### src/rtl/dmem_arb_pkg.sv
// dmem_arbiter shared types: FSM states and port indices.
// Build option DMEM_ARB_RR_EN selects round-robin tie breaking in IDLE.
package dmem_arb_pkg;

    typedef enum logic [1:0] {
        ST_IDLE  = 2'd0,
        ST_LOCK1 = 2'd1,
        ST_BREAK = 2'd2
    } arb_state_e;

    typedef logic port_idx_t;

    localparam port_idx_t PORT_CORE = 1'b0;
    localparam port_idx_t PORT_LDR  = 1'b1;

    // Tie goes to the port that was not granted last.
    function automatic port_idx_t tie_winner(input port_idx_t last);
        return (last == PORT_CORE) ? PORT_LDR : PORT_CORE;
    endfunction

endpackage

### src/rtl/dmem_arb_rsp.sv
// Per-port read response register for dmem_arbiter.
// Captures readdata on a granted load, pulses rvalid for one cycle.
module dmem_arb_rsp (
    input  logic        clk,
    input  logic        rst_n,
    input  logic        cap_i,
    input  logic [31:0] rdata_i,
    output logic        rvalid_o,
    output logic [31:0] rdata_o
);

    logic        rvalid_q;
    logic [31:0] rdata_q;

    // Load data is held until the next granted load on this port.
    always_ff @(posedge clk or negedge rst_n) begin
        if (!rst_n) begin
            rvalid_q <= 1'b0;
            rdata_q  <= '0;
        end else begin
            rvalid_q <= cap_i;
            if (cap_i) begin
                rdata_q <= rdata_i;
            end
        end
    end

    assign rvalid_o = rvalid_q;
    assign rdata_o  = rdata_q;

endmodule

### src/rtl/dmem_arbiter.sv
// Two-master dmem arbiter (core = m0, loader = m1) with m1 lock bursts.
// Define DMEM_ARB_RR_EN for round-robin ties in IDLE; default is m0 priority.
module dmem_arbiter
    import dmem_arb_pkg::*;
#(
    parameter int MAX_LOCK = 8,
    parameter int AW       = 32
) (
    input  logic          clk,
    input  logic          reset,
    input  logic          m0_req,
    input  logic          m0_we,
    input  logic [2:0]    m0_size,
    input  logic [AW-1:0] m0_addr,
    input  logic [31:0]   m0_wdata,
    input  logic          m1_req,
    input  logic          m1_we,
    input  logic [2:0]    m1_size,
    input  logic [AW-1:0] m1_addr,
    input  logic [31:0]   m1_wdata,
    input  logic          m1_lock,
    output logic          m0_gnt,
    output logic          m1_gnt,
    output logic          m0_stall,
    output logic          m0_rvalid,
    output logic [31:0]   m0_rdata,
    output logic          m1_rvalid,
    output logic [31:0]   m1_rdata,
    output logic          memwrite,
    output logic [2:0]    memsize,
    output logic [AW-1:0] dataadr,
    output logic [31:0]   writedata,
    input  logic [31:0]   readdata
);

    localparam int CW = $clog2(MAX_LOCK + 1);
    localparam logic [CW-1:0] CNT_MAX = CW'(MAX_LOCK);
    localparam logic [CW-1:0] CNT_ONE = CW'(1);

    arb_state_e    state_q, state_d;
    logic [CW-1:0] lock_cnt_q, lock_cnt_d;
    logic [CW-1:0] cnt_inc;
    logic          gnt0, gnt1;

`ifdef DMEM_ARB_RR_EN
    port_idx_t last_q, last_d;
`endif

    // Grant selection and lock FSM next state.
    always_comb begin
        gnt0       = 1'b0;
        gnt1       = 1'b0;
        state_d    = state_q;
        lock_cnt_d = lock_cnt_q;
        cnt_inc    = (lock_cnt_q == CNT_MAX) ? CNT_MAX
                                             : lock_cnt_q + CNT_ONE;
        unique case (state_q)
            ST_IDLE: begin
                if (m0_req && m1_req) begin
`ifdef DMEM_ARB_RR_EN
                    gnt1 = (tie_winner(last_q) == PORT_LDR);
`else
                    gnt1 = 1'b0;
`endif
                    gnt0 = ~gnt1;
                end else begin
                    gnt0 = m0_req;
                    gnt1 = m1_req;
                end
                if (gnt1 && m1_lock) begin
                    state_d    = ST_LOCK1;
                    lock_cnt_d = CNT_ONE;
                end
            end
            ST_LOCK1: begin
                gnt1 = m1_req;
                gnt0 = m0_req & ~m1_req;
                if (!(m1_req && m1_lock)) begin
                    state_d    = ST_IDLE;
                    lock_cnt_d = '0;
                end else begin
                    lock_cnt_d = cnt_inc;
                    if (cnt_inc == CNT_MAX && m0_req) begin
                        state_d = ST_BREAK;
                    end
                end
            end
            ST_BREAK: begin
                gnt0 = m0_req;
                gnt1 = m1_req & ~m0_req;
                if (m1_req && m1_lock) begin
                    state_d    = ST_LOCK1;
                    lock_cnt_d = gnt1 ? CNT_ONE : '0;
                end else begin
                    state_d    = ST_IDLE;
                    lock_cnt_d = '0;
                end
            end
            default: begin
                state_d    = ST_IDLE;
                lock_cnt_d = '0;
            end
        endcase
        if (!reset) begin
            gnt0 = 1'b0;
            gnt1 = 1'b0;
        end
    end

    // FSM state and lock counter registers.
    always_ff @(posedge clk or negedge reset) begin
        if (!reset) begin
            state_q    <= ST_IDLE;
            lock_cnt_q <= '0;
        end else begin
            state_q    <= state_d;
            lock_cnt_q <= lock_cnt_d;
        end
    end

`ifdef DMEM_ARB_RR_EN
    // Remember the most recent grant for round-robin ties.
    always_comb begin
        last_d = last_q;
        if (gnt1) begin
            last_d = PORT_LDR;
        end else if (gnt0) begin
            last_d = PORT_CORE;
        end
    end

    // Last-granted port register; m0 wins the first tie.
    always_ff @(posedge clk or negedge reset) begin
        if (!reset) begin
            last_q <= PORT_LDR;
        end else begin
            last_q <= last_d;
        end
    end
`endif

    assign m0_gnt    = gnt0;
    assign m1_gnt    = gnt1;
    assign m0_stall  = m0_req & ~gnt0;
    assign memwrite  = (gnt0 & m0_we) | (gnt1 & m1_we);
    assign memsize   = gnt1 ? m1_size  : m0_size;
    assign dataadr   = gnt1 ? m1_addr  : m0_addr;
    assign writedata = gnt1 ? m1_wdata : m0_wdata;

    dmem_arb_rsp u_rsp0 (
        .clk      (clk),
        .rst_n    (reset),
        .cap_i    (gnt0 & ~m0_we),
        .rdata_i  (readdata),
        .rvalid_o (m0_rvalid),
        .rdata_o  (m0_rdata)
    );

    dmem_arb_rsp u_rsp1 (
        .clk      (clk),
        .rst_n    (reset),
        .cap_i    (gnt1 & ~m1_we),
        .rdata_i  (readdata),
        .rvalid_o (m1_rvalid),
        .rdata_o  (m1_rdata)
    );

endmodule

### config.mk
export PLATFORM = sky130hd
export DESIGN_NAME = dmem_arbiter
export DESIGN_NICKNAME = d
export VERILOG_FILES = /design/src/rtl/dmem_arb_pkg.sv /design/src/rtl/dmem_arb_rsp.sv /design/src/rtl/dmem_arbiter.sv
export SDC_FILE = /design/constraint.sdc
export NUM_CORES = 1
export LEC_CHECK = 0
export ABC_AREA = 1
export BUFFER_PORTS_ARGS = -buffer_cell sky130_fd_sc_hd__buf_2
export CAP_MARGIN = 20
export CORE_AREA = 3 3 119 121
export CTS_CLUSTER_DIAMETER = 30
export DETAILED_ROUTE_END_ITERATION = 16
export DIE_AREA = 0 0 122 124
export HOLD_SLACK_MARGIN = 0.15
export PLACE_DENSITY = 0.65
export SYNTH_ARGS = -nofsm -noshare
export SYNTH_HDL_FRONTEND = slang
export SYNTH_SLANG_ARGS = --single-unit
export TNS_END_PERCENT = 20
### constraint.sdc
create_clock -name clk -period 1.25 [get_ports clk]
set_input_delay 0 -clock clk [delete_from_list [all_inputs] [get_ports clk]]
set_output_delay 0 -clock clk [all_outputs]
set_load 0.005 [all_outputs]
==> flow_summary.toml, run 1 <==
[status]
outcome = "finished, violations left"
violations = "negative setup slack"

[floorplanning]
start_util_pct = 27.5
die_w_um = 122
num_rows = 42
core_region_area_sq_um = 13200
num_io_pins = 310
die_y_um = 124
die_area_sq_um = 15100

[worst_hold_path]
hp-class = "input pin to flop"

[drt]
wl_per_cell_um = 14.8
wirelength_mm = 15.6
drt_first_pass_iters = 5
viasPerCell = 4.33
postRouteAntennaNets = 0
post-route-drc-count = 0
vias = 4579
drtIter0Drc = 413

[final_layout]
layout-drive-gt1-share_pct = 46.8
area_delta_synth_final_pct = 83.1
num-fill-cells = 1277
fin_nets = 1051
seq_area_sq_um = 1800
multi_input_area_sq_um = 1700
fin_util_pct = 50.4
diodes = 0

[power]
power_density_nw_per_um2 = 1140
p_leak_nw = 3.93
finalPower_mw = 7.55
sw_frac_of_total_pct = 30.2
power_frac_seq_pct = 39.5
p_int_mw = 5.27
peakVddDrop_mv = 0.745
clockPowerShare_pct = 31.0
power_switching_mw = 2.28
comb_power_share_pct = 29.5

[place]
gp_congestion = 0.812
port_buffers = 309
post-dp-hpwl_mm = 11.1

[timing]
setup_viol = 137
period_share_pct = 137
slew_violations = 0
worstMarginPinSlew_ps = 647
setup_slack_ps = -459
fmax_ghz = 0.585
period_needed_ps = 1710
slew_headroom_pct = 56.8
skew_ps = 5.15
hold_violations = 0
rsz0062_at_grt = "yes"

[synth]
yosysSeqAreaShare_pct = 49.6
synthMuxAreaShare_pct = 0
synth_top_area_share_pct = 49.6
yosysWarnings = 0
synth-xor-area-share_pct = 0
synth.avg_cell_area_sq_um = 7.03
synth_nets = 692
synthAdderAreaFrac_pct = 0.689
ys_async_sr_fraction_pct = 100
yosys.cell_count.top_type = "nand2_1"
syn_inst = 517
netlist.top_cell.by_area = "dfrtp_1"
synth_top_family_by_area = "simple AND/OR/NAND/NOR gates"
synthSimpleGateAreaFrac_pct = 30.5
synth_compound_area_share_pct = 10.7
yosys-top-cells-area = "dfrtp_1 (50%), nand2_1 (29%), o21ai_0 (6.1%)"
synth_common_cells = "nand2_1 (281), dfrtp_1 (72), inv_1 (48)"
ys_seq_elements = 72
ys.flop_type = "dfrtp_1"
netlist-cell-type-count = 17
synth_area_sq_um = 3630
synth_edf_count = 0

[setup_path]
cp.buffers_inverters = 5
critPathLaunchType = "flop"
crit_type = "flop to primary output"
crit_chain = "inv_1 -> nand2_2 -> a21oi_4 -> buf_12 -> buf_12 -> clkbuf_16 -> nand2_1 -> nand2_1 -> buf_2"
critPathMaxFanout = 7
critical-path-max-stage-delay_ps = 410
cp.arrival_ps = 1710
cpMaxStageDelayCell = "dfrtp_1"
worstSetupEndpointType = "primary output"
crit_family = "buffers and inverters"
worst-endpoint-required_ps = 1250

[clock_tree]
clock_latency_ps = 320
cts_tree = "built"
cts_htree_levels = 3
clk_pin_slew_worst_paths_ps = 60
root_buffer = "clkbuf_16"
numCtsBuffers = 9
cts_buffer_depth = 2
cts.sinks = 72

[flow_run]
maxCapViolations = 0

[global_routing]
antenna_found_initial = 0
grt_usage_pct = 17.9
grt_overflow = 0
grt_start_max_net_pins = 72
grt_pass1_vias = 4088
grt_pass1_wl_mm = 21.2
-- area by class of cell --
| class | instances | area share (%) |
|---|---|---|
| repair buffers | 376 | 37.0 |
| flip-flops and latches | 72 | 27.1 |
| multi-input cells | 368 | 25.6 |
| clock buffers | 10 | 3.44 |
| well taps | 176 | 3.31 |
| inverters | 49 | 2.88 |
| clock inverters | 6 | 0.677 |
-- final timing paths --
path / start / to / slack, ps / cells past startpoint
worst min register to register: u_rsp0.rdata_o[31] / u_rsp0.rdata_o[31] / 480 / 2
min in group asynchronous: reset / state_q[1] / 410 / 3
worst max-delay path: state_q[0] / dataadr[5] / -460 / 9
worst min-delay path: m0_req / lock_cnt_q[0] / 200 / 5
worst max register to register: state_q[0] / u_rsp1.rdata_o[16] / -300 / 9
max in group asynchronous: reset / u_rsp1.rdata_o[17] / 370 / 3
-- flip-flops by register name, summed over array words and instances, names as in the netlist --
signal	flops
lock_cnt_q	4
state_q	2
u_rsp0.rdata_o	32
u_rsp0.rvalid_o	1
u_rsp1.rdata_o	32
u_rsp1.rvalid_o	1
-- power groups by stage --
| stage | clock network (mW) | logic, mW | registers (mW) |
|---|---|---|---|
| 2_1_floorplan | 0 | 0.692 | 3.06 |
| 3_3_place_gp | 0 | 1.89 | 3.01 |
| 3_5_place_dp | 0 | 1.91 | 3.02 |
| 4_1_cts | 2.41 | 2.12 | 2.98 |
| 5_1_grt | 2.51 | 2.48 | 3.04 |
| 6_report | 2.34 | 2.22 | 2.99 |
-- logic make-up (layout without fill, tap and decap cells) --
| family | Yosys count | in the layout |
|---|---|---|
| buffers and inverters | 77 | 441 |
| AO/OA/AOI/OAI | 74 | 74 |
| flip-flops | 72 | 72 |
| adder cells (fa/ha/maj) | 2 | 2 |
| AND/OR/NAND/NOR | 292 | 292 |
-- worst min-delay path: stages --
cell      delay [ps]
buf_2             90
inv_1             60
nand2_2           90
buf_4            110
o221ai_1         110
-- stage by stage --
step	worst slack [ps]	hold slack, ps	cell area [sq um]	TNS, ps	std cells
floorplan	-47.6	-296	3670	-1990	517
finish	-459	197	6650	-39700	1057
CTS	-412	172	6370	-35330	1053
global route	-540	207	6650	-51380	1057
global placement	-127	-195	5460	-7690	991
detailed placement	-159	-195	5460	-11450	991
-- cells in the final DEF, fill, tap and decap left out, drive strengths merged, types with 3 or more instances in the layout --
cell and instances:
buf 335, clkbuf 14, clkinv 3, dfrtp 72, dlygate4sd3 37, inv 50
nand2 281, nand3 5, nor2 4, o21ai 68, o22ai 3
-- what timing repair did --
action                     4_1_cts  5_1_grt
pin swaps                        3       26
setup endpoints to repair      137      203
buffers inserted                 6        0
gates cloned                     3        4
hold endpoints to repair       138        0
hold buffers                    37        0
gates resized for setup         41       56
-- per-layer routing --
metal / up-vias / global-route usage (%) / share of wire [%]
met2: 200 / 27.8 / 48
li1: 2308 / - / -
met1: 2063 / 25.4 / 43
met3: 8 / 4.04 / 8.1
met5: - / 0 / 0
met4: 0 / 4.41 / 0.72
No activity file was read; power rests on OpenSTA's default activity.
==> inputs of run 2 (changes only) <==
--- a/config.mk
+++ b/config.mk
@@ -7,13 +7,13 @@
 export LEC_CHECK = 0
 export ABC_AREA = 1
 export BUFFER_PORTS_ARGS = -buffer_cell sky130_fd_sc_hd__buf_2
-export CAP_MARGIN = 20
 export CORE_AREA = 3 3 119 121
 export CTS_CLUSTER_DIAMETER = 30
 export DETAILED_ROUTE_END_ITERATION = 16
 export DIE_AREA = 0 0 122 124
 export HOLD_SLACK_MARGIN = 0.15
 export PLACE_DENSITY = 0.65
+export REMOVE_ABC_BUFFERS = 1
 export SYNTH_ARGS = -nofsm -noshare
 export SYNTH_HDL_FRONTEND = slang
 export SYNTH_SLANG_ARGS = --single-unit
==> flow_summary.toml, run 2 (synthesis results as in run 1) <==
[timing]
hold_violations = 0
worstMarginPinSlew_ps = 850
rsz0062_at_grt = "yes"
slew_violations = 0
period_share_pct = 136
setup_viol = 112
setup_slack_ps = -454
period_needed_ps = 1700
fmax_ghz = 0.587
slew_headroom_pct = 43.3
skew_ps = 7.60

[setup_path]
cp.arrival_ps = 1700
critPathMaxFanout = 6
cp.buffers_inverters = 5
worstSetupEndpointType = "primary output"
cpMostUsedCell = "nand2_4"
crit_family = "buffers and inverters"
cpMaxStageDelayCell = "dfrtp_1"
critPathLaunchType = "flop"
crit_type = "flop to primary output"
reg2reg_setup_slack_ps = -250
worst-endpoint-required_ps = 1250
critical-path-max-stage-delay_ps = 410
crit_chain = "inv_2 -> nand2_4 -> a21oi_4 -> inv_4 -> buf_12 -> clkbuf_16 -> nand2_8 -> nand2_4 -> buf_6"

[floorplanning]
num_io_pins = 310
die_w_um = 122
die_y_um = 124
core_region_area_sq_um = 13200
die_area_sq_um = 15100
start_util_pct = 27.5
num_rows = 42

[clock_tree]
cts.sinks = 72
cts_tree = "built"
root_buffer = "clkbuf_16"
cts_buffer_depth = 2
clock_latency_ps = 320
clk_pin_slew_worst_paths_ps = 50
cts_htree_levels = 3
numCtsBuffers = 9

[final_layout]
fin_nets = 1062
mostFrequentLayoutCells = "buf_2 (298), nand2_1 (237), dfrtp_1 (72)"
fin_util_pct = 51.4
area_delta_synth_final_pct = 86.6
final_common_cell = "buf_2"
final_area_sq_um = 6780
layout-drive-gt1-share_pct = 47.0

[place]
port_buffers = 309
place_area_sq_um = 5550
gp_congestion = 0.759
post-dp-hpwl_mm = 11.5

[drt]
drtIter0Drc = 275
viasPerCell = 4.33
wl_per_cell_um = 14.7
vias = 4638
drt_first_pass_iters = 4
postRouteAntennaNets = 0
post-route-drc-count = 0
wirelength_mm = 15.7

[worst_hold_path]
hp-class = "input pin to flop"

[status]
violations = "negative setup slack"
outcome = "finished, violations left"

[global_routing]
grt_usage_pct = 18.0
grt_pass1_vias = 4152
grt_start_max_net_pins = 70
antenna_found_initial = 3
grt_overflow = 0
grt_pass1_wl_mm = 21.2

[power]
p_leak_nw = 3.98
peakVddDrop_mv = 0.852
power_density_nw_per_um2 = 1200

[flow_run]
maxCapViolations = 0
==> run 2: changes by cell type in the layout (fill, tap and decap cells not counted), sizes merged <==
cell	previous run	this run
clkinvlp	2	0
bufinv	0	2
dlymetal6s4s	0	1
inv	50	52
diode	0	2
buf	335	347
clkbuf	14	12
clkinv	3	1
==> run 2: final timing paths <==
check / startpoint / endpoint / depth (start not counted)
setup / recovery: state_q[0] / writedata[31] / 9
hold / removal: m0_req / lock_cnt_q[0] / 5
setup reg to reg: state_q[0] / u_rsp1.rdata_o[14] / 9
hold reg to reg: u_rsp0.rdata_o[1] / u_rsp0.rdata_o[1] / 2
max in group asynchronous: reset / lock_cnt_q[2] / 3
min in group asynchronous: reset / u_rsp1.rdata_o[5] / 3
==> run 2: worst register-to-register path, delay by kind of cell (launching register included) <==
| family | cells | cell delay, ps |
|---|---|---|
| flops | 1 | 410 |
| buf+inv | 4 | 530 |
| simple gates | 3 | 190 |
| compound gates | 2 | 270 |
==> run 2: cell type report <==
class	instances	area, sq um
inverter	49	186
tap	176	220
clock buffer	10	239
multi-input combinational	368	1730
sequential	72	1800
antenna	2	5.00
fill	1247	6410
timing repair buffer	387	2500
clock inverter	6	97.6
==> run 2: metrics by stage <==
| step | TNS [ps] | std cells | hold slack (ps) | setup slack, ps | power (mW) |
|---|---|---|---|---|---|
| 6_report | -34750 | 1070 | 178 | -454 | 8.10 |
| 5_1_grt | -44110 | 1070 | 189 | -505 | 8.59 |
| 4_1_cts | -35050 | 1061 | 53.9 | -428 | 8.04 |
| 3_5_place_dp | -9740 | 1004 | -15.0 | -191 | 4.98 |
| 3_3_place_gp | -9030 | 1004 | -8.71 | -151 | 4.96 |
| 2_1_floorplan | -150600 | 489 | -296 | -1850 | 3.71 |
==> run 2: timing repair <==
action / in CTS / in global routing
setup endpoints to repair: 139 / 212
gates resized for setup: 45 / 66
buffers inserted: 2 / 3
hold buffers: 36 / 2
gates cloned: 3 / 2
pin swaps: 2 / 2
endpoints found under the hold margin: 138 / 4
==> run 2: where the power goes <==
group | switching [mW] | internal, mW | total, mW
logic | 1.07 | 1.18 | 2.25
clock network | 0.999 | 1.83 | 2.83
registers | 0.265 | 2.76 | 3.03
total | 2.33 | 5.77 | 8.10
==> run 2: metal layers <==
layer | vias to the layer above | global-route usage [%] | share of wire (%)
met4 | 2 | 6.44 | 2.9
met1 | 2072 | 20.8 | 38
met3 | 26 | 4.31 | 8.4
met2 | 218 | 32.6 | 51
met5 | - | 0 | 0.070
li1 | 2320 | - | -
